## src/rtl/arb8_2ch.sv

```systemverilog
// Two-requester round-robin arbiter with bounded bursts feeding a single
// registered 8-bit output stage with valid/ready flow control.
module arb8_2ch #(
    parameter int unsigned MAX_BURST = 4
) (
    input  logic       clk,
    input  logic       rst_n,
    input  logic       a_valid,
    input  logic [7:0] a_data,
    output logic       a_ready,
    input  logic       b_valid,
    input  logic [7:0] b_data,
    output logic       b_ready,
    output logic       o_valid,
    output logic [7:0] o_data,
    output logic       o_src,
    input  logic       o_ready,
    output logic       sel
);

    localparam logic [1:0] ST_IDLE   = 2'd0;
    localparam logic [1:0] ST_GA     = 2'd1;
    localparam logic [1:0] ST_GB     = 2'd2;
    localparam logic [3:0] BURST_LIM = 4'(MAX_BURST);

    logic [1:0] state_q, state_d;
    logic       last_q, last_d;
    logic [3:0] cnt_q, cnt_d;
    logic       o_valid_q, o_valid_d;
    logic [7:0] o_data_q, o_data_d;
    logic       o_src_q, o_src_d;

    logic       load_en_s;
    logic       a_acc_s;
    logic       b_acc_s;
    logic [3:0] cnt_inc_s;

    assign load_en_s = !o_valid_q || o_ready;
    assign a_ready   = (state_q == ST_GA) && load_en_s;
    assign b_ready   = (state_q == ST_GB) && load_en_s;
    assign a_acc_s   = a_valid && a_ready;
    assign b_acc_s   = b_valid && b_ready;
    assign cnt_inc_s = cnt_q + 4'd1;

    assign o_valid = o_valid_q;
    assign o_data  = o_data_q;
    assign o_src   = o_src_q;
    assign sel     = (state_q == ST_GB);

    // Grant FSM: everything freezes while the output stage is stalled
    always_comb begin
        state_d = state_q;
        last_d  = last_q;
        cnt_d   = cnt_q;
        if (load_en_s) begin
            case (state_q)
                ST_IDLE: begin
                    cnt_d = 4'd0;
                    if (a_valid && b_valid) begin
                        // last_q = 1 means B was served last, so A wins the tie
                        state_d = last_q ? ST_GA : ST_GB;
                    end else if (a_valid) begin
                        state_d = ST_GA;
                    end else if (b_valid) begin
                        state_d = ST_GB;
                    end else begin
                        state_d = ST_IDLE;
                    end
                end
                ST_GA: begin
                    if (!a_valid) begin
                        state_d = b_valid ? ST_GB : ST_IDLE;
                        last_d  = 1'b0;
                        cnt_d   = 4'd0;
                    end else if (cnt_inc_s == BURST_LIM) begin
                        cnt_d = 4'd0;
                        if (b_valid) begin
                            state_d = ST_GB;
                            last_d  = 1'b0;
                        end else begin
                            state_d = ST_GA;
                        end
                    end else begin
                        cnt_d = cnt_inc_s;
                    end
                end
                ST_GB: begin
                    if (!b_valid) begin
                        state_d = a_valid ? ST_GA : ST_IDLE;
                        last_d  = 1'b1;
                        cnt_d   = 4'd0;
                    end else if (cnt_inc_s == BURST_LIM) begin
                        cnt_d = 4'd0;
                        if (a_valid) begin
                            state_d = ST_GA;
                            last_d  = 1'b1;
                        end else begin
                            state_d = ST_GB;
                        end
                    end else begin
                        cnt_d = cnt_inc_s;
                    end
                end
                default: begin
                    state_d = ST_IDLE;
                    cnt_d   = 4'd0;
                end
            endcase
        end else begin
            cnt_d = cnt_q;
        end
    end

    // Output stage: load on accept, drain to empty when nothing new arrives
    always_comb begin
        o_valid_d = o_valid_q;
        o_data_d  = o_data_q;
        o_src_d   = o_src_q;
        if (a_acc_s) begin
            o_valid_d = 1'b1;
            o_data_d  = a_data;
            o_src_d   = 1'b0;
        end else if (b_acc_s) begin
            o_valid_d = 1'b1;
            o_data_d  = b_data;
            o_src_d   = 1'b1;
        end else if (load_en_s) begin
            o_valid_d = 1'b0;
        end else begin
            o_valid_d = o_valid_q;
        end
    end

    // State registers with synchronous active-low reset
    always_ff @(posedge clk) begin
        if (!rst_n) begin
            state_q   <= ST_IDLE;
            last_q    <= 1'b1;
            cnt_q     <= 4'd0;
            o_valid_q <= 1'b0;
            o_data_q  <= 8'h00;
            o_src_q   <= 1'b0;
        end else begin
            state_q   <= state_d;
            last_q    <= last_d;
            cnt_q     <= cnt_d;
            o_valid_q <= o_valid_d;
            o_data_q  <= o_data_d;
            o_src_q   <= o_src_d;
        end
    end

endmodule

```

## config.mk

```make
export PLATFORM = sky130hd
export DESIGN_NAME = arb8_2ch
export DESIGN_NICKNAME = d
export VERILOG_FILES = /design/src/rtl/arb8_2ch.sv
export SDC_FILE = /design/constraint.sdc
export NUM_CORES = 1
export LEC_CHECK = 0
export CAP_MARGIN = 20
export CORE_ASPECT_RATIO = 0.6
export CORE_MARGIN = 5
export CORE_UTILIZATION = 40
export CTS_CLUSTER_SIZE = 40
export DETAILED_ROUTE_END_ITERATION = 8
export PLACE_DENSITY = 0.72
export SKIP_LAST_GASP = 1
export SYNTH_ARGS = -nofsm -noshare
export SYNTH_HDL_FRONTEND = slang
export SYNTH_SLANG_ARGS = --single-unit
```

## constraint.sdc

```tcl
create_clock -name clk -period 3.7 [get_ports clk]
set_clock_uncertainty 0.1 [all_clocks]
set_input_delay 0.74 -clock clk [delete_from_list [all_inputs] [get_ports clk]]
set_output_delay 0.74 -clock clk [all_outputs]
set_load 0.01 [all_outputs]
```

==> results.json <==
{
  "drc": 0,
  "layout_commonest_cell": "clkdlybuf4s50_1",
  "grt_usage_pct": 13.9,
  "p_per_area_mw_per_mm2": 380,
  "grt_pass1_wl_um": 4060,
  "antennaDiodeCount": 0,
  "cts_max_path_buffers": 2,
  "initial_utilization_pct": 41.6,
  "power.internal_w": 0.000384,
  "ys_async_sr_fraction_pct": 0,
  "clk_pin_slew_ps": 60,
  "ioPinCount": 34,
  "switching_power_w": 0.000162,
  "p_clk_share_pct": 24.9,
  "setup_viol": 0,
  "fin_nets": 171,
  "core_mm2": 0.00249,
  "start_kind": "input pin",
  "gp_congestion": 0.852,
  "min_path_type": "reg2reg",
  "syn-num-nets": 137,
  "tightest_slew_ps": 604,
  "synth-seq-cells": 17,
  "syn_inst": 110,
  "slew_headroom_pct": 59.6,
  "cts_buffers": 3,
  "hold_buffers": 0,
  "synth_cell_types": 37,
  "crit_fanout": 7,
  "grt-ovfl-total": 0,
  "root_buffer": "clkbuf_8",
  "synth.area.top_cells": "dfxtp_1 (33%), mux2i_1 (9.7%), o211a_1 (7.7%)",
  "layout_common_cells": "clkdlybuf4s50_1 (33), dfxtp_1 (17), nand2_1 (13)",
  "io_buffers": 33,
  "netlist_area_mm2": 0.00104,
  "rsz0062_at_grt": "false",
  "synth_top_area_cell": "dfxtp_1",
  "post_cts_buffers": 0,
  "switching_share_pct": 29.7,
  "path_class": "in2out",
  "grt_max_degree": 20,
  "crit_required_ps": 2860,
  "wl_um": 2520,
  "vias_per_cell": 5.38,
  "placed_cell_area_mm2": 0.00139,
  "routedWlPerCell_um": 14.4,
  "status": "finished, final reports clean",
  "maxCapViolations": 0,
  "final_cell_area_mm2": 0.00144,
  "p_leak_nw": 0.703,
  "synthToLayoutAreaGrowth_pct": 38.9,
  "worstPathArrival_ps": 2110,
  "ys_seq_area_share_pct": 32.9,
  "seq_power_share_pct": 40.1,
  "synth_warnings": 0,
  "dp_hpwl_um": 2000,
  "cts_resized": 0,
  "ir_drop_v": 0.000199,
  "synth_top_area_share_pct": 32.9,
  "fin_crit_ps": 2950,
  "ant_nets": 0,
  "cts.sinks": 17,
  "die_w_um": 75.7,
  "drive_gt1_share_pct": 9.09,
  "rows": 14,
  "fin_crit_sh_pct": 79.8,
  "die-height_um": 49.4,
  "combPwrFrac_pct": 35.0,
  "synth-edff-count": 0,
  "final-hold-violation-count": 0,
  "insertion_delay_ps": 250,
  "dieArea_mm2": 0.00374,
  "antenna_found_initial": 0,
  "final.setup.tns_ps": 0,
  "h-tree-depth": 1,
  "drt-pass1-iter-count": 4,
  "syn_avg_cell_area_um2": 9.42,
  "grt_pass1_vias": 891,
  "end_kind": "output pin",
  "ys.flop_type": "dfxtp_1",
  "clock.fmax_ghz": 0.339,
  "cts_tree": "done",
  "report.final.slew_viol_count": 0,
  "drt-initial-drc-count": 61,
  "num_vias": 941
}
path summary, 6_finish.rpt:
path,start,to,slack (ps),cells after the start
setup / recovery,o_ready,b_ready,750,4
hold / removal,o_data[6]$_SDFFE_PN0P_,o_data[6]$_SDFFE_PN0P_,400,1
setup reg to reg,state_q[0]$_SDFFE_PN0P_,cnt_q[3]$_SDFFE_PN0N_,1710,7
hold reg to reg,o_data[6]$_SDFFE_PN0P_,o_data[6]$_SDFFE_PN0P_,400,1
state kept, by name (all words and copies together), names as in the netlist:
name / flops
o_data: 8
cnt_q: 4
state_q: 2
last_q: 1
o_src: 1
o_valid: 1
stage by stage:
| step | hold WS [ps] | util (%) | worst slack (ps) | power [W] | instances |
|---|---|---|---|---|---|
| floorplan | 369 | - | 1710 | 0.000329 | 110 |
| global placement | 380 | 56.0 | 757 | 0.000409 | 171 |
| detailed placement | 385 | 56.0 | 757 | 0.000414 | 171 |
| CTS | 401 | 57.8 | 741 | 0.000552 | 175 |
| global route | 424 | 57.8 | 636 | 0.000581 | 175 |
| finish | 400 | 57.8 | 747 | 0.000546 | 175 |
metal layers:
metal / global-route usage (%) / vias to the layer above / share of wire (%)
met4: 2.33 / 0 / 0.24
li1: - / 468 / -
met1: 18.5 / 451 / 45
met5: 0 / - / 0
met2: 21.9 / 20 / 51
met3: 4.53 / 2 / 4.3
Yosys cell counts, types with 2 or more instances:
cell type / n
dfxtp_1: 17
nand2_1: 13
mux2i_1: 10
o211a_1: 8
ha_1: 6
a21boi_1: 5
nor2_1: 5
inv_1: 4
and3_1: 3
nor2b_1: 3
a21o_1: 2
and2_1: 2
buf_2: 2
clkbuf_1: 2
nand2b_1: 2
nand3_1: 2
o21ai_0: 2
o21ai_1: 2
o311ai_0: 2
cell families after synthesis:
group / count (synthesis) / share of synthesized area [%]
compound gates: 29 / 24.9
fa+ha+maj: 6 / 7.25
buf+inv: 10 / 3.86
flops: 17 / 32.9
mux: 10 / 9.66
simple gates: 38 / 21.5
power groups by stage:
stage	Sequential, W	Combinational (W)	Clock, W
floorplan	0.000228	0.000101	0
global route	0.000222	0.000208	0.000151
detailed placement	0.000223	0.000191	0
CTS	0.000219	0.000192	0.000141
global placement	0.000222	0.000187	0
finish	0.000219	0.000191	0.000136
critical path: stages:
cell,delay [ps]
clkdlybuf4s50_1,410
nor2b_1,390
nor2_1,80
clkdlybuf4s50_1,490
cell type report:
type                    instances  area (um2)
clock buffers                   3        41.3
clock inverters                 1        5.00
fillers                       217        1050
inverters                       5        18.8
multi-input cells              83         656
flip-flops and latches         17         340
well taps                      32        40.0
repair buffers                 34         338
(Power assumes the default switching activity.)
